## src/rtl/serial_link_pkg.sv

```systemverilog
// Shared serial link definitions.
// Used by both ends of the byte-serial link.
package serial_link_pkg;

    typedef logic [1:0] state_t;

    localparam state_t IDLE = 2'd0;
    localparam state_t DATA = 2'd1;
    localparam state_t STOP = 2'd2;

    localparam logic LINE_IDLE = 1'b1;

endpackage

```

## src/rtl/serial_frame_receiver_if.sv

```systemverilog
// Parallel word handshake between the receiver
// and its consumer.
interface serial_frame_receiver_if #(
    parameter int DATA_WIDTH = 8
);

    logic [DATA_WIDTH-1:0] data_out;
    logic                  data_valid;
    logic                  data_ready;

    modport master (
        output data_out,
        output data_valid,
        input  data_ready
    );

    modport slave (
        input  data_out,
        input  data_valid,
        output data_ready
    );

endinterface

```

## src/rtl/serial_frame_receiver_sipo_shift_reg.sv

```systemverilog
// Serial-in/parallel-out register, shifting right,
// new bit enters at the MSB.
module sipo_shift_reg #(
    parameter int DATA_WIDTH = 8
) (
    input  logic                  clock,
    input  logic                  reset_n,
    input  logic                  shift_en,
    input  logic                  serial_in,
    output logic [DATA_WIDTH-1:0] data
);

    always_ff @(posedge clock or negedge reset_n) begin
        if (!reset_n) begin
            data <= '0;
        end else if (shift_en) begin
            data <= {serial_in, data[DATA_WIDTH-1:1]};
        end
    end

endmodule

```

## src/rtl/serial_frame_receiver.sv

```systemverilog
// Byte-serial receive end: start/stop framing, SIPO
// capture and a one-entry valid/ready output buffer.
module serial_frame_receiver
    import serial_link_pkg::*;
#(
    parameter int DATA_WIDTH = 8
) (
    input  logic                           clock,
    input  logic                           reset_n,
    input  logic                           serial_in,
    input  logic                           bit_en,
    input  logic                           err_clear,
    serial_frame_receiver_if.master        rx,
    output logic                           busy,
    output logic                           frame_error,
    output logic                           overrun
);

    localparam int CNT_W = (DATA_WIDTH > 1) ? $clog2(DATA_WIDTH) : 1;
    localparam logic [CNT_W-1:0] LAST_BIT = CNT_W'(DATA_WIDTH - 1);

    state_t                state_q;
    state_t                state_d;
    logic [CNT_W-1:0]      cnt_q;
    logic [DATA_WIDTH-1:0] shift_q;

    logic shift_en;
    logic cnt_clr;
    logic cnt_inc;
    logic good_stop;
    logic bad_stop;
    logic can_load;

    sipo_shift_reg #(
        .DATA_WIDTH (DATA_WIDTH)
    ) u_sipo (
        .clock     (clock),
        .reset_n   (reset_n),
        .shift_en  (shift_en),
        .serial_in (serial_in),
        .data      (shift_q)
    );

    always_ff @(posedge clock or negedge reset_n) begin
        if (!reset_n) begin
            state_q <= IDLE;
        end else begin
            state_q <= state_d;
        end
    end

    always_comb begin
        state_d = state_q;
        unique case (1'b1)
            (state_q == IDLE): begin
                if (bit_en && serial_in != LINE_IDLE) begin
                    state_d = DATA;
                end
            end
            (state_q == DATA): begin
                if (bit_en && cnt_q == LAST_BIT) begin
                    state_d = STOP;
                end
            end
            (state_q == STOP): begin
                if (bit_en) begin
                    state_d = IDLE;
                end
            end
            default: state_d = IDLE;
        endcase
    end

    always_comb begin
        busy      = (state_q != IDLE);
        shift_en  = 1'b0;
        cnt_clr   = 1'b0;
        cnt_inc   = 1'b0;
        good_stop = 1'b0;
        bad_stop  = 1'b0;
        unique case (1'b1)
            (state_q == IDLE): begin
                cnt_clr = bit_en && (serial_in != LINE_IDLE);
            end
            (state_q == DATA): begin
                shift_en = bit_en;
                cnt_inc  = bit_en;
            end
            (state_q == STOP): begin
                good_stop = bit_en && (serial_in == LINE_IDLE);
                bad_stop  = bit_en && (serial_in != LINE_IDLE);
            end
            default: ;
        endcase
    end

    always_ff @(posedge clock or negedge reset_n) begin
        if (!reset_n) begin
            cnt_q <= '0;
        end else if (cnt_clr) begin
            cnt_q <= '0;
        end else if (cnt_inc) begin
            cnt_q <= cnt_q + CNT_W'(1);
        end
    end

    // Buffer can take a new word if empty or drained this cycle.
    assign can_load = !rx.data_valid || rx.data_ready;

    always_ff @(posedge clock or negedge reset_n) begin
        if (!reset_n) begin
            rx.data_out   <= '0;
            rx.data_valid <= 1'b0;
        end else if (good_stop && can_load) begin
            rx.data_out   <= shift_q;
            rx.data_valid <= 1'b1;
        end else if (rx.data_valid && rx.data_ready) begin
            rx.data_valid <= 1'b0;
        end
    end

    always_ff @(posedge clock or negedge reset_n) begin
        if (!reset_n) begin
            frame_error <= 1'b0;
        end else begin
            frame_error <= bad_stop;
        end
    end

    always_ff @(posedge clock or negedge reset_n) begin
        if (!reset_n) begin
            overrun <= 1'b0;
        end else if (good_stop && !can_load) begin
            overrun <= 1'b1;
        end else if (err_clear) begin
            overrun <= 1'b0;
        end
    end

endmodule
```

## src/flat_wrapper.sv

```systemverilog
// flat-port wrapper written by rule: the top's interface ports become plain ports
module serial_frame_receiver_flat import serial_link_pkg::*;
#(
    parameter int DATA_WIDTH = 8
)
  (clock, reset_n, serial_in, bit_en, err_clear, busy, frame_error, overrun, rx_data_out, rx_data_valid, rx_data_ready);
  serial_frame_receiver_if #(.DATA_WIDTH(DATA_WIDTH)) rx_i ();
  input  logic clock;
  input  logic reset_n;
  input  logic serial_in;
  input  logic bit_en;
  input  logic err_clear;
  output logic busy;
  output logic frame_error;
  output logic overrun;
  output wire logic [$bits(rx_i.data_out)-1:0] rx_data_out;
  output wire logic [$bits(rx_i.data_valid)-1:0] rx_data_valid;
  input wire logic [$bits(rx_i.data_ready)-1:0] rx_data_ready;
  assign rx_data_out = rx_i.data_out;
  assign rx_data_valid = rx_i.data_valid;
  assign rx_i.data_ready = rx_data_ready;
  serial_frame_receiver #(.DATA_WIDTH(DATA_WIDTH)) u_core (.clock(clock), .reset_n(reset_n), .serial_in(serial_in), .bit_en(bit_en), .err_clear(err_clear), .rx(rx_i), .busy(busy), .frame_error(frame_error), .overrun(overrun));
endmodule
```

## config.mk

```make
export PLATFORM = sky130hd
export DESIGN_NAME = serial_frame_receiver_flat
export DESIGN_NICKNAME = d
export VERILOG_FILES = /design/src/rtl/serial_link_pkg.sv /design/src/rtl/serial_frame_receiver_if.sv /design/src/rtl/serial_frame_receiver_sipo_shift_reg.sv /design/src/rtl/serial_frame_receiver.sv /design/src/flat_wrapper.sv
export SDC_FILE = /design/constraint.sdc
export NUM_CORES = 1
export LEC_CHECK = 0
export ABC_AREA = 1
export ABC_CLOCK_PERIOD_IN_PS = 950
export CAP_MARGIN = 10
export CORE_MARGIN = 4
export CORE_UTILIZATION = 45
export CTS_CLUSTER_DIAMETER = 60
export CTS_CLUSTER_SIZE = 25
export DETAILED_ROUTE_END_ITERATION = 10
export PLACE_DENSITY = 0.75
export SLEW_MARGIN = 10
export SYNTH_ARGS = -nofsm -noshare
export SYNTH_HDL_FRONTEND = slang
export SYNTH_SLANG_ARGS = --single-unit
```

## constraint.sdc

```tcl
create_clock -name clock -period 0.95 [get_ports clock]
set_input_delay 0.19 -clock clock [delete_from_list [all_inputs] [get_ports clock]]
set_output_delay 0.19 -clock clock [all_outputs]
set_load 0.02 [all_outputs]
```

* After elaboration in Yosys (flattened, before gate mapping)
Cells that the tools add are included.
** Word-level totals
- Bits in registers :: 24
- Input bits :: 6
- Logic and storage cells :: 44
** Operators by class
- Add/sub/neg operators :: 1
- Eq/ne operators :: 6
- Mux-type cells :: 14
- Bitwise operators :: 1
- Reductions and logical operators :: 15
** Operator list (number)
- two-way mux 1 bit :: 8
- nonzero test 2 bit :: 4
- logical AND 1 bit :: 6
- two-way mux 2 bit :: 3
- two-way mux 3 bit :: 2
- one-hot mux 2 bit (3 select lines) :: 1
- != test 2 bit, second input constant :: 2
- adder 3 x 1 -> 3 bit, second input constant :: 1
- equality test 3 bit, second input constant :: 1
- AND reduction 3 bit :: 1
- equality test 2 x 1 -> 1 bit, second input constant :: 1
- equality test 2 bit, second input constant :: 1
- logical NOT 1 bit :: 2
- logical NOT 2 bit :: 1
- != test 2 x 1 -> 1 bit, second input constant :: 1
- logical OR 1 bit :: 1
- inverter 1 bit :: 1

* Logic depth before layout (Yosys ltp)
Gate-level depths: netlist of the first run.
- Depth after elaboration :: 5
- Mapped depth :: 5
- Mapped depth without buffers :: 5

* Modules after synthesis
A second synthesis of the first run with hierarchy kept.
** Second synthesis, totals
- Cells, all modules :: 117
- Area total of the unflattened synthesis :: 1023.5 µm²
** Modules (own cells, without submodules)
- serial_frame_receiver :: instances 1, cells each 83, area each 718.2 µm², sequential area each 400.4 µm²
- sipo_shift_reg :: instances 1, cells each 34, area each 305.3 µm², sequential area each 200.2 µm²

* Least setup slack after synthesis of the first run
No wires, ideal clock.
- Kind :: register to register
- Start :: register u_core.cnt_q[0]
- End :: register u_core.cnt_q[2]
- Library setup time :: 117 ps
- Arrival :: 921 ps
- Path slack :: -88 ps
- Stages on the path, launching flop included :: 5
- Path buffers :: 0
- Clock period less this slack :: 1038 ps
- Cells stage by stage :: dfrtp_1 -> ha_1 -> ha_1 -> nand2_1 -> nand2_1
** On the way
- Longest elaborated chain between the ends :: 3
** Ends and longest elaborated chain
- start: declaration :: line serial_frame_receiver.sv:24 : logic [CNT_W-1:0] cnt_q;
- start signal: assignment :: line serial_frame_receiver.sv:103 : cnt_q <= cnt_q + CNT_W'(1);
- adder 3 x 1 -> 3 bit :: line serial_frame_receiver.sv:103
- two-way mux 3 bit :: line serial_frame_receiver.sv:102 : end else if (cnt_inc) begin
- two-way mux 3 bit :: line serial_frame_receiver.sv:100 : end else if (cnt_clr) begin
No other way between the ends. The select of a mux whose other input is x is not followed.
A chain may end at the register's enable or synchronous reset.

* Final worst setup path of the first run
- Start :: register u_core.state_q[0]
- End :: output port busy
** On the way
- Longest elaborated chain between the ends :: 1
** Ends and longest elaborated chain
- start: declaration :: line serial_frame_receiver.sv:22 : state_t state_q;
- start signal: assignment :: line serial_frame_receiver.sv:48 : state_q <= state_d;
- nonzero test 2 bit :: line serial_frame_receiver.sv:75 : busy = (state_q != IDLE);
- end: declaration :: line flat_wrapper.sv:13 : output logic busy;
No other way between the ends.

==> flow_summary_export.csv, run 1 <==
group,metric,value,unit
grt,vias_in_the_first_global_route,929,
synthesis,syn-instance-count,114,
floorplanning,coreArea,0.00204,mm^2
placed_design,dp_hpwl,1.41,mm
floorplanning,initial_utilization,49.6,%
finish,multi_input_area,524,um^2
finish,sequential_cell_area,601,um^2
route,drt-initial-drc-count,22,
clock_network,cts-htree-levels,1,
clock_network,cts-root-to-sink-buffers,2,
timing,achievable-frequency,801,MHz
finish,finish.instance_area,0.00167,mm^2
placed_design,pre_cts_slack,-0.410,ns
synthesis,syn-num-nets,122,
floorplanning,core.rowCount,16,
finish,post_route_cells_drive_above_1_share,53.8,%
route,drc,0,
route,number_of_vias_in_the_routed_layout,949,
grt,grt_pass1_wl,4.07,mm
setup_path,required,0.76,ns
setup_path,worstSetupPathType,"register to output port",
synthesis,ys_seq_area_share,59.3,%
clock_network,clk_transition_reported_paths,0.13,ns
clock_network,cts_hold_repair.buffers,0,
timing,final_critical_path_setup_slack,-0.298,ns
finish,antenna_cells,0,
clock_network,clk_latency_worst_skew_pair,0.32,ns
finish,final_nets,167,
grt,grt_antenna_before_repair,0,
timing,drv_slew,0,
power,total_power,3.67,mW
finish,syn2layout_area_growth,65.1,%
clock_network,cts_tree,"done",
clock_network,clk_root_buffer_cell,"sky130_fd_sc_hd__clkbuf_4",
timing,clock_skew,0.00558,ns
placed_design,portBuffers,17,
synthesis,synth.cell_area,0.00101,mm^2
floorplanning,die_y,55.5,um
grt,grt_usage,16.9,%
grt,overflow_after_grt,0,
grt,groute.layer.met3.usage,2.56,%
synthesis,syn-mean-instance-area,8.89,um^2
synthesis,ys_warn_count,0,
timing,finalCritPeriodShare,131,%
route,drt_pass1_iterations,4,
timing,hold_violations,0,
synthesis,number_of_distinct_library_cells_after_synthesis,15,
setup_path,reg2reg_setup_slack,-0.29,ns
min_path,min-delay-path-class,"primary input to asynchronous set/reset pin",
setup_path,critPathArrivalTime,1.06,ns
timing,final.hold.worst_slack,0.198,ns
timing,setup-violations-final,35,
run_status,failed_checks,"negative setup slack",
floorplanning,die_area,0.00308,mm^2
timing,rsz0062_at_grt,"true",
floorplanning,fp.dieW,55.5,um
power,power.density_cell_area,2190,mW/mm^2
grt,grtUsageMet2,29.6,%
finish,nFillCells,117,
setup_path,worst_setup_path_start_kind,"register",
route,remaining_number_of_nets_flagged_by_the_antenna_check_after_routing,0,
grt,global_route.peak_usage_layer,"met2",
clock_network,numCtsBuffers,3,
job,cap_violations,0,
route,postRouteWirelength,2.91,mm
timing,final_worst_path_period_need,1.25,ns
timing,max_slew.worst_pin.slew,0.301,ns
power,worst_ir_drop_vdd,1.67,mV
floorplanning,design.portCount,18,
power,p_leak,0.857,nW
grt,met1_layer_usage_reported_by_global_route,18.6,%
timing,maxSlewHeadroom,79.9,%
clock_network,numClockSinks,24,
placed_design,post_dp_area,0.00136,mm^2
setup_path,end_kind,"output port",
route,avgViaCountPerCell,5.13,
synthesis,ys_ff_latch,24,
route,drt-wirelength-per-cell,15.7,um
placed_design,gp_congestion,0.811,
run_status,status,"finished, violations left",
grt,grt_start_max_net_pins,25,
setup_path,path_max_fanout,2,
path summary, 6_finish.rpt:
check	start	depth (start not counted)	to
min in group clock	bit_en	3	u_core.state_q[1]$_DFFE_PN0P_
worst max-delay path	u_core.state_q[0]$_DFFE_PN0P_	3	busy
worst min register to register	u_core.rx.data_out[4]$_DFFE_PN0P_	2	u_core.rx.data_out[4]$_DFFE_PN0P_
worst min-delay path	reset_n	2	u_core.state_q[1]$_DFFE_PN0P_
max in group asynchronous	reset_n	2	u_core.rx.data_out[2]$_DFFE_PN0P_
worst max register to register	u_core.state_q[1]$_DFFE_PN0P_	6	u_core.u_sipo.data[1]$_DFFE_PN0P_
through the flow:
step / std cells / setup TNS [ns] / util, %
2_1_floorplan: 114 / -0.000241 / -
3_3_place_gp: 172 / -10.17 / 66.4
3_5_place_dp: 172 / -10.66 / 66.4
4_1_cts: 184 / -5.98 / 76.2
5_1_grt: 185 / -7.61 / 81.9
6_report: 185 / -6.28 / 81.9
layout make-up:
class | instances | share of cell area [%]
inverters | 15 | 4.11
well taps | 27 | 2.02
clock buffers | 4 | 2.17
repair inverters | 1 | 0.374
flip-flops and latches | 24 | 35.9
repair buffers | 41 | 24.1
multi-input cells | 73 | 31.3
synth_stat cells:
cell	n	share of area (%)
sky130_fd_sc_hd__inv_1	12	4.4
sky130_fd_sc_hd__inv_2	3	1.1
sky130_fd_sc_hd__nand2_1	41	15
sky130_fd_sc_hd__nand3_2	2	2.0
sky130_fd_sc_hd__nand2_2	1	0.62
sky130_fd_sc_hd__nand4_1	1	0.62
sky130_fd_sc_hd__ha_1	2	2.5
sky130_fd_sc_hd__o21ai_1	6	3.0
sky130_fd_sc_hd__nand3_1	10	4.9
sky130_fd_sc_hd__o21bai_1	2	1.5
sky130_fd_sc_hd__nor2_1	6	2.2
sky130_fd_sc_hd__nor2_4	1	1.1
sky130_fd_sc_hd__dfrtp_1	24	59
sky130_fd_sc_hd__o22ai_1	1	0.62
sky130_fd_sc_hd__buf_2	2	0.99
power by group:
group          internal [mW]  switching [mW]
registers               1.30           0.309
clock network          0.234           0.310
logic                  0.724           0.788
flip-flops by register name, indices dropped and copies added (netlist names):
register              cells
u_core.cnt_q              3
u_core.u_sipo.data        8
u_core.frame_error        1
u_core.state_q            2
u_core.rx.data_out        8
u_core.rx.data_valid      1
u_core.overrun            1
cell usage in the layout (no fill, tap or decap):
cell and count:
sky130_fd_sc_hd__inv_1 10, sky130_fd_sc_hd__nor2_2 1, sky130_fd_sc_hd__nor2_1 3, sky130_fd_sc_hd__o21bai_1 2
sky130_fd_sc_hd__nand4_1 1, sky130_fd_sc_hd__nand2_4 3, sky130_fd_sc_hd__dlygate4sd2_1 1, sky130_fd_sc_hd__o21ai_2 3
sky130_fd_sc_hd__buf_6 19, sky130_fd_sc_hd__clkbuf_4 3, sky130_fd_sc_hd__buf_12 1, sky130_fd_sc_hd__nand3_2 10
sky130_fd_sc_hd__clkbuf_8 1, sky130_fd_sc_hd__inv_4 2, sky130_fd_sc_hd__nand2_1 25, sky130_fd_sc_hd__buf_4 16
sky130_fd_sc_hd__ha_4 1, sky130_fd_sc_hd__nand3_4 2, sky130_fd_sc_hd__inv_6 1, sky130_fd_sc_hd__nor2_4 3
sky130_fd_sc_hd__clkdlybuf4s50_1 4, sky130_fd_sc_hd__inv_2 2, sky130_fd_sc_hd__o21ai_1 3, sky130_fd_sc_hd__nand2_2 14
sky130_fd_sc_hd__o22ai_4 1, sky130_fd_sc_hd__clkinv_4 1, sky130_fd_sc_hd__ha_2 1, sky130_fd_sc_hd__dfrtp_1 24
repair_timing:
action,4_1_cts,5_1_grt
endpoints found under the setup margin,35,36
resized for setup,99,33
buffers inserted,6,3
pin swaps,11,17
cloned,2,0
routing by layer:
| metal | up-vias | wire, um |
|---|---|---|
| li1 | 446 | - |
| met1 | 462 | 1100 |
| met2 | 33 | 1580 |
| met3 | 8 | 133 |
| met4 | 0 | 98 |
| met5 | - | 0 |
cells by family (layout without fill, tap and decap cells):
logic type	count (synthesis)	in the layout	share of synthesized area [%]
AOI/OAI and AO/OA	9	9	5.06
adders and majority gates	2	2	2.47
buffers and inverters	17	61	6.54
DFF	24	24	59.3
and+or+nand+nor	62	62	26.7
critical path, stage by stage, from the launching register on:
cell and delay, ns:
sky130_fd_sc_hd__dfrtp_1 0.44, sky130_fd_sc_hd__nor2_2 0.13, sky130_fd_sc_hd__inv_1 0.05, sky130_fd_sc_hd__buf_6 0.12
(Power assumes the default switching activity.)
==> run 2: changes to the inputs <==
--- a/config.mk
+++ b/config.mk
@@ -5,7 +5,7 @@
 export SDC_FILE = /design/constraint.sdc
 export NUM_CORES = 1
 export LEC_CHECK = 0
-export ABC_AREA = 1
+export ABC_AREA = 0
 export ABC_CLOCK_PERIOD_IN_PS = 950
 export CAP_MARGIN = 10
 export CORE_MARGIN = 4
==> run 2 against run 1 <==
Against the previous run: the run still ends with negative setup slack left; synthesized cell count shrank 44%; first-iteration DRC count shrank 86%; clock skew grew 0.0015 ns; flip-flop and latch count is the same; die area grew 0.74%; final cell count shrank 26%; register-to-register slack lost 0.18 ns; clock power grew 32%; via count shrank 31%; count of clock-buffer cells in the layout shrank 1; critical path type is now register to register; largest cell class unchanged; highest routed layer unchanged.
==> flow_summary_export.csv, run 2 <==
group,metric,value,unit
run_status,status,"finished, violations left",
run_status,failed_checks,"negative setup slack",
setup_path,worst_path_max_delay_cell,"sky130_fd_sc_hd__dfrtp_1",
synthesis,synth.cell_area,0.00102,mm^2
synthesis,ys_seq_area_share,58.8,%
finish,finish.instance_area,0.00155,mm^2
synthesis,synth.top_cells.by_area,"sky130_fd_sc_hd__dfrtp_1 59%, sky130_fd_sc_hd__mux2_4 22%, sky130_fd_sc_hd__ha_1 2.4%",
synthesis,syn-mean-instance-area,16.0,um^2
floorplanning,die_area,0.00310,mm^2
finish,antenna_cells,0,
timing,final_critical_path_setup_slack,-0.466,ns
setup_path,worstSetupPathType,"register to register",
clock_network,cts-htree-levels,1,
finish,final_common_cell,"sky130_fd_sc_hd__dfrtp_1",
clock_network,cts_tree,"done",
synthesis,synth_compound_gate_area_share,4.65,%
synthesis,post_synth_top_area_share,58.8,%
placed_design,post_dp_area,0.00138,mm^2
clock_network,cts-root-to-sink-buffers,2,
synthesis,share_of_the_synthesized_netlist_area_taken_by_xor_and_xnor_gates,0,%
finish,biggestRegsByFlops,"u_core.rx.data_out (8), u_core.u_sipo.data (8), u_core.cnt_q (3)",
synthesis,synth-adder-area-share,2.45,%
power,p_leak,0.766,nW
route,drt-wirelength-per-cell,15.7,um
min_path,min-delay-path-class,"primary input to asynchronous set/reset pin",
clock_network,numClockSinks,24,
synthesis,synth_commonest_cells,"24 x sky130_fd_sc_hd__dfrtp_1, 15 x sky130_fd_sc_hd__mux2_4",
grt,overflow_after_grt,0,
placed_design,gp_congestion,0.673,
finish,syn2layout_area_growth,51.9,%
clock_network,clk_transition_reported_paths,0.13,ns
placed_design,placedCellCount,124,
synthesis,largest_family_of_logic_cells_by_synthesized_area,"multiplexers",
setup_path,cpPeakStageDelay,0.42,ns
timing,maxSlewHeadroom,83.8,%
synthesis,syn-instance-count,64,
setup_path,required,1.15,ns
finish,post_route_cells_drive_above_1_share,64.5,%
floorplanning,die_y,55.7,um
timing,finalCritPeriodShare,149,%
power,power.density_cell_area,2280,mW/mm^2
timing,achievable-frequency,706,MHz
clock_network,numCtsBuffers,3,
route,drt-initial-drc-count,3,
synthesis,muxShareOfSynthArea,24.2,%
floorplanning,fp.dieW,55.7,um
setup_path,worst_setup_path_start_kind,"register",
floorplanning,design.portCount,18,
finish,layout.cells.non_filler,137,
route,drc,0,
power,worst_ir_drop_vdd,1.82,mV
route,number_of_vias_in_the_routed_layout,654,
finish,mostFrequentLayoutCells,"24 x sky130_fd_sc_hd__dfrtp_1, 23 x sky130_fd_sc_hd__buf_4, 16 x sky130_fd_sc_hd__mux2_4",
setup_path,cell_family_with_the_largest_share_of_critical_path_delay,"simple AND/OR/NAND/NOR gates",
grt,grt_antenna_before_repair,0,
synthesis,number_of_distinct_library_cells_after_synthesis,20,
floorplanning,core.rowCount,16,
route,remaining_number_of_nets_flagged_by_the_antenna_check_after_routing,0,
grt,grt_pass1_wl,3.26,mm
floorplanning,coreArea,0.00206,mm^2
setup_path,cp.buffers_inverters,1,
grt,grt_start_max_net_pins,25,
timing,max_slew.worst_pin.slew,0.241,ns
setup_path,path_max_fanout,8,
timing,setup-violations-final,35,
synthesis,syn-num-nets,72,
setup_path,timing.critical_path.cells,"nand4b_1 -> nor2b_2 -> buf_12 -> mux2_4",
job,cap_violations,0,
clock_network,clk_root_buffer_cell,"sky130_fd_sc_hd__clkbuf_4",
timing,drv_slew,0,
synthesis,synth_top_flop_cell,"sky130_fd_sc_hd__dfrtp_1",
setup_path,critPathArrivalTime,1.62,ns
timing,clock_skew,0.00709,ns
synthesis,ys_warn_count,0,
timing,rsz0062_at_grt,"true",
grt,grt_usage,13.5,%
synthesis,ys_ff_latch,24,
setup_path,end_kind,"register",
synthesis,synthSimpleGateAreaFrac,6.98,%
synthesis,synthMostInstantiatedCell,"sky130_fd_sc_hd__dfrtp_1",
route,drt_pass1_iterations,3,
clock_network,clk_latency_worst_skew_pair,0.30,ns
timing,final_worst_path_period_need,1.42,ns
synthesis,asyncSetResetFlopFracSynth,100,%
finish,final_core_utilization,75.3,%
floorplanning,initial_utilization,49.6,%
placed_design,portBuffers,17,
placed_design,dp_hpwl,1.23,mm
synthesis,synth_edf_count,0,
synthesis,synthDominantAreaCellType,"sky130_fd_sc_hd__dfrtp_1",
route,avgViaCountPerCell,4.77,
grt,vias_in_the_first_global_route,689,
finish,final_nets,119,
timing,hold_violations,0,
route,postRouteWirelength,2.15,mm
power,total_power,3.54,mW
==> run 2: cell types whose count changed after synthesis, moves of 3 or more <==
cell,delta
sky130_fd_sc_hd__nand2_1,-40
sky130_fd_sc_hd__o21ai_1,-6
sky130_fd_sc_hd__nor2_1,-6
sky130_fd_sc_hd__inv_2,-3
sky130_fd_sc_hd__nand3_1,-10
sky130_fd_sc_hd__inv_1,-10
sky130_fd_sc_hd__mux2_4,+15
==> run 2: layout make-up <==
| type | count | area [um^2] |
|---|---|---|
| Fill cell | 140 | 509 |
| Clock buffer | 3 | 22.5 |
| Inverter | 2 | 7.51 |
| Sequential cell | 24 | 601 |
| Multi-Input combinational cell | 37 | 449 |
| Tap cell | 27 | 33.8 |
| Timing Repair Buffer | 43 | 409 |
| Clock inverter | 1 | 30.0 |
==> run 2: worst paths after layout <==
path | start | to | slack, ns | cells after the start
setup / recovery | u_core.state_q[0]$_DFFE_PN0P_ | u_core.rx.data_out[6]$_DFFE_PN0P_ | -0.47 | 4
hold / removal | reset_n | u_core.rx.data_out[3]$_DFFE_PN0P_ | 0.23 | 2
setup reg to reg | u_core.state_q[0]$_DFFE_PN0P_ | u_core.rx.data_out[6]$_DFFE_PN0P_ | -0.47 | 4
hold reg to reg | u_core.u_sipo.data[4]$_DFFE_PN0P_ | u_core.rx.data_out[4]$_DFFE_PN0P_ | 0.56 | 1
max in group asynchronous | reset_n | u_core.cnt_q[2]$_DFFE_PN0P_ | 0.58 | 2
min in group clock | err_clear | u_core.overrun$_DFFE_PN0P_ | 0.48 | 2
==> run 2: kinds of logic (layout without fill, tap and decap cells) <==
group	Yosys count	in the layout
and+or+nand+nor	10	11
buffers and inverters	4	49
muxes	17	17
DFF	24	24
adders and majority gates	2	2
AOI/OAI and AO/OA	7	7
==> run 2: stage by stage <==
step           worst slack (ns)  hold slack, ns  setup TNS [ns]
5_1_grt                  -0.513           0.223          -10.39
6_report                 -0.466           0.228           -8.83
2_1_floorplan            -0.397          -0.106           -5.78
4_1_cts                  -0.448           0.238           -8.80
3_3_place_gp             -0.664           0.499          -15.43
3_5_place_dp             -0.700           0.502          -16.00
==> run 2: what timing repair did <==
| action | 4_1_cts | 5_1_grt |
|---|---|---|
| gates resized for setup | 76 | 5 |
| hold buffers | 0 | 0 |
| pin swaps | 7 | 1 |
| setup buffers | 8 | 6 |
| endpoints found under the setup margin | 35 | 36 |
| cloned | 1 | 0 |
==> run 2: routing by layer <==
metal	GRT usage [%]	routed length (um)
met4	4.17	16
met5	0	0
met3	3.48	91
met2	23.8	1080
met1	15.8	961
==> run 2: worst register-to-register path, cell delays in order, from the launching register on <==
cell	delay, ns
sky130_fd_sc_hd__dfrtp_1	0.42
sky130_fd_sc_hd__nand4b_1	0.23
sky130_fd_sc_hd__nor2b_2	0.21
sky130_fd_sc_hd__buf_12	0.16
sky130_fd_sc_hd__mux2_4	0.31
==> run 2: power breakdown <==
| part | switching (mW) | total (mW) | internal (mW) |
|---|---|---|---|
| logic | 0.415 | 1.27 | 0.856 |
| clock network | 0.292 | 0.718 | 0.426 |
| registers | 0.240 | 1.55 | 1.31 |
| total | 0.948 | 3.54 | 2.59 |
==> patch 1, RTL diff (config.mk and constraints of run 1) <==
`DATA_WIDTH` is set to 8 in 4 places; all go to 32.
--- a/src/rtl/serial_frame_receiver_if.sv
+++ b/src/rtl/serial_frame_receiver_if.sv
@@ -1,7 +1,7 @@
 // Parallel word handshake between the receiver
 // and its consumer.
 interface serial_frame_receiver_if #(
-    parameter int DATA_WIDTH = 8
+    parameter int DATA_WIDTH = 32
 );
 
     logic [DATA_WIDTH-1:0] data_out;
--- a/src/rtl/serial_frame_receiver_sipo_shift_reg.sv
+++ b/src/rtl/serial_frame_receiver_sipo_shift_reg.sv
@@ -1,7 +1,7 @@
 // Serial-in/parallel-out register, shifting right,
 // new bit enters at the MSB.
 module sipo_shift_reg #(
-    parameter int DATA_WIDTH = 8
+    parameter int DATA_WIDTH = 32
 ) (
     input  logic                  clock,
     input  logic                  reset_n,
--- a/src/rtl/serial_frame_receiver.sv
+++ b/src/rtl/serial_frame_receiver.sv
@@ -3,7 +3,7 @@
 module serial_frame_receiver
     import serial_link_pkg::*;
 #(
-    parameter int DATA_WIDTH = 8
+    parameter int DATA_WIDTH = 32
 ) (
     input  logic                           clock,
     input  logic                           reset_n,
--- a/src/flat_wrapper.sv
+++ b/src/flat_wrapper.sv
@@ -1,7 +1,7 @@
 // flat-port wrapper written by rule: the top's interface ports become plain ports
 module serial_frame_receiver_flat import serial_link_pkg::*;
 #(
-    parameter int DATA_WIDTH = 8
+    parameter int DATA_WIDTH = 32
 )
   (clock, reset_n, serial_in, bit_en, err_clear, busy, frame_error, overrun, rx_data_out, rx_data_valid, rx_data_ready);
   serial_frame_receiver_if #(.DATA_WIDTH(DATA_WIDTH)) rx_i ();
Interface: changed (resized rx_data_out); port bits go from 18 to 42. No check against the original RTL was run, so the function may have changed too.
==> patch 1 against run 1 <==
The flow still finishes with violations (setup timing). Routed wire length rose to 2.6 times the old value. Non-clock buffer count grew 85. Area after synthesis rose to 3.0 times the old value. Clock skew is 0.90 ps higher. Synthesized cell count grew to 2.6 times the old value. Setup slack worse by 130 ps. Sequential cell count grew 50. Total power increased by 140%. Worst hold slack better by 190 ps. Final area grew to 2.8 times the old value. Via count rose to 2.6 times the old value. Global-route usage down 1.6 points. Critical path depth increased by 5. Highest routed layer unchanged.
==> patch 1: results (changes against run 1) <==
| Metric | Value |
|---|---|
| Outcome | finished, violations left (unchanged) |
| CTS root buffer | clkbuf_8 (was clkbuf_4) |
| Failing checks | setup timing (unchanged) |
| R2R depth | 8 (was 6) |
| Worst EP arrival | 1610 ps (was 1060 ps) |
| Final WS setup | -426 ps (was -298 ps) |
| Worst slew margin | 0.735 (was 0.799) |
| Hold Crit Class | in -> async (unchanged) |
| Leakage | 2.31 nW (was 0.857 nW) |
| Synth top area cells | dfrtp_1 62%, nand2_1 9.9%, o21ai_2 9.0% (was dfrtp_1 59%, nand2_1 15%, nand3_1 4.9%) |
| GRT Resource Usage Total | 0.153 (was 0.169) |
| Num CTS Buffers | 9 (was 3) |
| H-tree depth | 3 (was 1) |
| Slowest stage cell, crit path | dfrtp_1 (unchanged) |
| Sequential share of the synthesized area | 0.616 (was 0.593) |
| Max clock buf depth | 2 (unchanged) |
| NumNets Final | 431 (was 167) |
| Vias in the first global route | 2,226 (was 929) |
| Setup TNS | -30,500 ps (was -6280 ps) |
| Initial antenna violation count | 0 (unchanged) |
| Final HPWL DP | 3690 µm (was 1410 µm) |
| Largest registers | u_core.rx.data_out x32, u_core.u_sipo.data x32, u_core.cnt_q x5 (was u_core.rx.data_out x8, u_core.u_sipo.data x8, u_core.cnt_q x3) |
| Pin count of the biggest net entering global routing | 75 (was 25) |
| Crit-path max cell delay | 420 ps (was 440 ps) |
| Ant. Diodes | 0 (unchanged) |
| Fin. max-slew vios | 0 (unchanged) |
| Routability cong. | 0.790 (was 0.811) |
| Ys async rst share | 1.00 (unchanged) |
| Pre-antenna DRT Iters | 4 (unchanged) |
| Drt wl/cell | 14.9 µm (was 15.7 µm) |
| Maximum VDD drop | 1.59 mV (was 1.67 mV) |
| Initial DRC count | 99 (was 22) |
| Worst flop-to-flop path startpoint | u_core.state_q[0] (was u_core.state_q[1]) |
| Synth Warn # | 0 (unchanged) |
| Worst setup endpoint | u_core.rx.data_out[30] (was busy) |
| Clock edge transition at the registers on the reported setup and hold paths | 80 ps (was 130 ps) |
| Ys flop type | dfrtp_1 (unchanged) |
| Vias after detailed routing | 2,498 (was 949) |
| Share of layout cells above drive strength 1 | 0.512 (was 0.538) |
| Commonest cells in the netlist | 79 x nand2_1, 74 x dfrtp_1, 43 x inv_1 (was 41 x nand2_1, 24 x dfrtp_1, 12 x inv_1) |
| Final setup violation count | 110 (was 35) |
| Top fanout value on the critical path | 8 (was 2) |
| Worst-Skew Late Latency | 350 ps (was 320 ps) |
| Fill count | 410 (was 117) |
| Post-Syn Nets | 306 (was 122) |
| Port bufs | 41 (was 17) |
| Crit Path Class | reg -> reg (was reg -> out) |
| First-pass GRT wire length | 10,100 µm (was 4070 µm) |
| Unique masters post-synth | 20 (was 15) |
| Clock Skews | 6.48 ps (was 5.58 ps) |
[patch 1: cell types whose count changed after synthesis, moves of 3 or more]
cell and delta:
o21ai_0 +33, o21ai_1 -6, inv_1 +31, dfrtp_1 +50, inv_2 -3, clkbuf_1 +6
o21ai_2 +31, nor2_1 -3, buf_6 +6, nand2_1 +38
[patch 1: worst min-delay path by stage]
| stage | startpoint | end | slack, ps | cells past startpoint |
|---|---|---|---|---|
| final | reset_n | u_core.frame_error | 390 | 3 |
| after global routing | err_clear | u_core.overrun | 440 | 2 |
| after global placement | reset_n | u_core.cnt_q[3] | 230 | 2 |
| after detailed placement | reset_n | u_core.cnt_q[3] | 240 | 2 |
| after floorplan | reset_n | u_core.cnt_q[0] | -110 | 0 |
| after CTS | err_clear | u_core.overrun | 390 | 2 |
[patch 1: kinds of logic after synthesis]
logic type / Yosys count / synth area share
compound gates: 66 / 0.150
xor+xnor: 1 / 0.00291
fa+ha+maj: 2 / 0.00833
buf+inv: 56 / 0.0853
flops: 74 / 0.616
simple gates: 99 / 0.137
[patch 1: what timing repair did]
item | CTS | global route
pin swaps | 1 | 6
hold buffers | 1 | 0
cloned | 0 | 13
buffers inserted | 18 | 10
endpoints found under the hold margin | 74 | 0
setup endpoints to repair | 109 | 110
resized for setup | 219 | 51
[patch 1: worst max-delay path: cells and delay by family (launching register included)]
| kind | cells | cell delay [ps] |
|---|---|---|
| DFF | 1 | 420 |
| and+or+nand+nor | 4 | 420 |
| AOI/OAI and AO/OA | 1 | 50 |
| buffers and inverters | 3 | 370 |
[patch 1: routing by layer]
layer / GRT usage / part of all wire / vias to the layer above / routed length [µm]
met5: 0 / 0 / - / 0
li1: - / - / 1196 / -
met3: 0.0334 / 0.055 / 13 / 418
met2: 0.253 / 0.50 / 70 / 3770
met1: 0.191 / 0.42 / 1219 / 3200
met4: 0.0766 / 0.020 / 0 / 148
[patch 1: metrics by stage]
step | cells | setup WS, ps | instance area [µm²] | total power, mW
global placement | 449 | -514 | 3890 | 5.71
floorplan | 298 | -233 | 3150 | 5.11
CTS | 484 | -367 | 4290 | 8.37
finish | 505 | -426 | 4750 | 8.73
detailed placement | 449 | -551 | 3890 | 5.81
global route | 505 | -493 | 4750 | 9.24
[patch 1: area by class of cell]
| class | instances | share of cell area |
|---|---|---|
| tap | 77 | 0.0203 |
| inverter | 43 | 0.0345 |
| clock buffer | 11 | 0.0298 |
| sequential | 74 | 0.390 |
| timing repair buffer | 126 | 0.280 |
| clock inverter | 5 | 0.0113 |
| multi-input combinational | 169 | 0.234 |
[patch 1: power by group]
group          internal [mW]  leakage [nW]  total, mW  switching, mW
Sequential              3.71         0.998       4.04          0.325
Combinational           1.03          1.21       2.22           1.19
Clock                   1.28         0.103       2.47           1.19
==> patch 2, RTL diff (flow settings as in run 1) <==
Made on the original files. Reset style: synchronous (`reset_n`), changed in 6 clocked blocks.
--- a/src/rtl/serial_frame_receiver_sipo_shift_reg.sv
+++ b/src/rtl/serial_frame_receiver_sipo_shift_reg.sv
@@ -10,7 +10,7 @@
     output logic [DATA_WIDTH-1:0] data
 );
 
-    always_ff @(posedge clock or negedge reset_n) begin
+    always_ff @(posedge clock) begin
         if (!reset_n) begin
             data <= '0;
         end else if (shift_en) begin
--- a/src/rtl/serial_frame_receiver.sv
+++ b/src/rtl/serial_frame_receiver.sv
@@ -41,7 +41,7 @@
         .data      (shift_q)
     );
 
-    always_ff @(posedge clock or negedge reset_n) begin
+    always_ff @(posedge clock) begin
         if (!reset_n) begin
             state_q <= IDLE;
         end else begin
@@ -94,7 +94,7 @@
         endcase
     end
 
-    always_ff @(posedge clock or negedge reset_n) begin
+    always_ff @(posedge clock) begin
         if (!reset_n) begin
             cnt_q <= '0;
         end else if (cnt_clr) begin
@@ -107,7 +107,7 @@
     // Buffer can take a new word if empty or drained this cycle.
     assign can_load = !rx.data_valid || rx.data_ready;
 
-    always_ff @(posedge clock or negedge reset_n) begin
+    always_ff @(posedge clock) begin
         if (!reset_n) begin
             rx.data_out   <= '0;
             rx.data_valid <= 1'b0;
@@ -119,7 +119,7 @@
         end
     end
 
-    always_ff @(posedge clock or negedge reset_n) begin
+    always_ff @(posedge clock) begin
         if (!reset_n) begin
             frame_error <= 1'b0;
         end else begin
@@ -127,7 +127,7 @@
         end
     end
 
-    always_ff @(posedge clock or negedge reset_n) begin
+    always_ff @(posedge clock) begin
         if (!reset_n) begin
             overrun <= 1'b0;
         end else if (good_stop && !can_load) begin
Check against the original RTL: differs if reset_n is asserted again (counterexample within 4 cycles, from zero or initial values and one cycle with reset_n low); with reset_n held inactive, the same outputs for 10 cycles.
==> patch 2 against run 1 <==
Maximum frequency grew 2.9%. Area after synthesis grew 3.5%. Final area grew 3.7%. Critical endpoint is now u_core.rx.data_out[7]. The run still ends with setup timing left. Routed wire length grew 4.3%. Highest routed layer unchanged. Setup slack gained 35 ps. Worst hold slack gained 310 ps. Sequential cell count is the same.
Power is not compared: it rests on default switching activity, and its combinational part moved more than twofold at a synthesized area within 25%.
==> patch 2: results (changes against run 1) <==
| Metric | Value |
|---|---|
| Share of layout cells above drive strength 1 | 0.537 (was 0.538) |
| Largest registers | u_core.rx.data_out x8, u_core.u_sipo.data x8, u_core.cnt_q x3 (unchanged) |
| Routability cong. | 0.801 (was 0.811) |
| Post-Syn Nets | 162 (was 122) |
| Ys async rst share | 0 (was 1.00) |
| Global-route met1 utilization | 0.180 (was 0.186) |
| Drt wl/cell | 14.0 µm (was 15.7 µm) |
| Leakage | 0.725 nW |
| Final WS setup | -264 ps (was -298 ps) |
| Hold Crit Class | reg -> reg (was in -> async) |
| Crit-path max cell delay | 350 ps (was 440 ps) |
| Initial antenna violation count | 0 (unchanged) |
| CTS root buffer | clkbuf_4 (unchanged) |
| Final setup violation count | 36 (was 35) |
| DP Area | 0.00133 mm² (was 0.00136 mm²) |
| Vias in the first global route | 1,040 (was 929) |
| Setup TNS | -5000 ps (was -6280 ps) |
| First-pass GRT wire length | 4310 µm (was 4070 µm) |
| Worst EP arrival | 1450 ps (was 1060 ps) |
| Top fanout value on the critical path | 8 (was 2) |
| Sequential share of the synthesized area | 0.458 (was 0.593) |
| Syn_area_per_cell | 6.81 µm² (was 8.89 µm²) |
| GR Layer Usage met3 | 0.0207 (was 0.0256) |
| Unique masters post-synth | 15 (unchanged) |
| Dpl ws | -435 ps (was -410 ps) |
| Pre-antenna DRT Iters | 4 (unchanged) |
| Worst-Skew Late Latency | 320 ps (about the same) |
| Clock Skews | 2.12 ps (was 5.58 ps) |
| Synth top area cells | dfxtp_1 46%, nand2_1 13%, inv_1 12% (was dfrtp_1 59%, nand2_1 15%, nand3_1 4.9%) |
| Port bufs | 17 (unchanged) |
| Tightest Pin Transition | 318 ps (was 301 ps) |
| Ant. Diodes | 0 (unchanged) |
| Final HPWL DP | 1530 µm (was 1410 µm) |
| Failing checks | setup timing (unchanged) |
| Pin count of the biggest net entering global routing | 15 (was 25) |
| Finished layout cell area | 0.00174 mm² (was 0.00167 mm²) |
| GRT Resource Usage Total | 0.173 (was 0.169) |
| R2R depth | 7 (was 6) |
| Commonest cells in the netlist | 35 x nand2_1, 34 x inv_1, 24 x dfxtp_1, 24 x nor2_1 (was 41 x nand2_1, 24 x dfrtp_1, 12 x inv_1) |
| Slowest stage cell, crit path | dfxtp_2 (was dfrtp_1) |
| Initial DRC count | 18 (was 22) |
| Synth area leader | dfxtp_1 (was dfrtp_1) |
| Placed cell count | 207 (was 172) |
| H-tree depth | 1 (unchanged) |
| Met2 Use GR | 0.321 (was 0.296) |
| Vias after detailed routing | 1,073 (was 949) |
| Final Non-Filler Cells | 216 (was 185) |
| Clock edge transition at the registers on the reported setup and hold paths | 130 ps (about the same) |
| Ys flop type | dfxtp_1 (was dfrtp_1) |
| Num CTS Buffers | 3 (unchanged) |
| Outcome | finished, violations left (unchanged) |
| NumNets Final | 197 (was 167) |
| Depth of the worst hold-timing path | 2 |
| Max clock buf depth | 2 (unchanged) |
| Initial core utilization | 0.474 (was 0.496) |
patch 2: cell types whose count changed in the layout (fill, tap and decap cells not counted), moves of 4 or more:
cell / before / now
buf_4: 16 / 10
nand2_2: 14 / 9
nand3_2: 10 / 6
dfxtp_2: 0 / 15
dfrtp_1: 24 / 0
inv_1: 10 / 32
a21oi_2: 0 / 8
nand2_1: 25 / 21
dfxtp_1: 0 / 9
o21ai_2: 3 / 7
nor2_1: 3 / 17
patch 2: worst paths after layout:
path / to / slack [ps] / startpoint
max: u_core.rx.data_out[7] / -260 / u_core.state_q[0]
min: u_core.cnt_q[2] / 500 / u_core.cnt_q[2]
max reg2reg: u_core.rx.data_out[7] / -260 / u_core.state_q[0]
min reg2reg: u_core.cnt_q[2] / 500 / u_core.cnt_q[2]
patch 2: kinds of logic (layout without fill, tap and decap cells):
group,Yosys count,in the layout,synth area share
buf+inv,39,71,0.150
flops,24,24,0.458
fa+ha+maj,2,2,0.0239
compound gates,15,15,0.0716
simple gates,74,76,0.296
patch 2: timing repair:
item,4_1_cts,5_1_grt
endpoints found under the setup margin,36,36
hold endpoints to repair,0,0
resized for setup,134,31
pin swaps,18,19
gates cloned,1,1
buffers inserted,1,2
patch 2: metrics by stage:
step | hold WS, ps | utilization
2_1_floorplan | 269 | -
5_1_grt | 519 | 0.785
6_report | 504 | 0.785
3_5_place_dp | 463 | 0.600
4_1_cts | 483 | 0.717
3_3_place_gp | 454 | 0.600
patch 2: routing by layer:
metal	up-vias	share of wire
met5	-	0
met4	0	0.035
met3	9	0.018
met2	16	0.56
met1	514	0.39
li1	534	-
patch 2: cell type report:
class,count,area [µm²]
multi-input cells,93,683
fillers,130,477
repair buffers,33,337
inverters,34,145
well taps,28,35.0
clock buffers,4,36.3
flip-flops and latches,24,499
patch 2: critical path: cells and delay by family, from the launching register on:
kind / cells / cell delay (ps)
flip-flops: 1 / 350
buffers and inverters: 2 / 220
AND/OR/NAND/NOR: 5 / 550
patch 2: power breakdown:
group	total, mW	internal, mW	leakage [nW]	switching [mW]
Sequential	1.08	1.04	0.202	0.0352
Combinational	0.414	0.179	0.502	0.234
Clock	0.555	0.235	0.0210	0.320
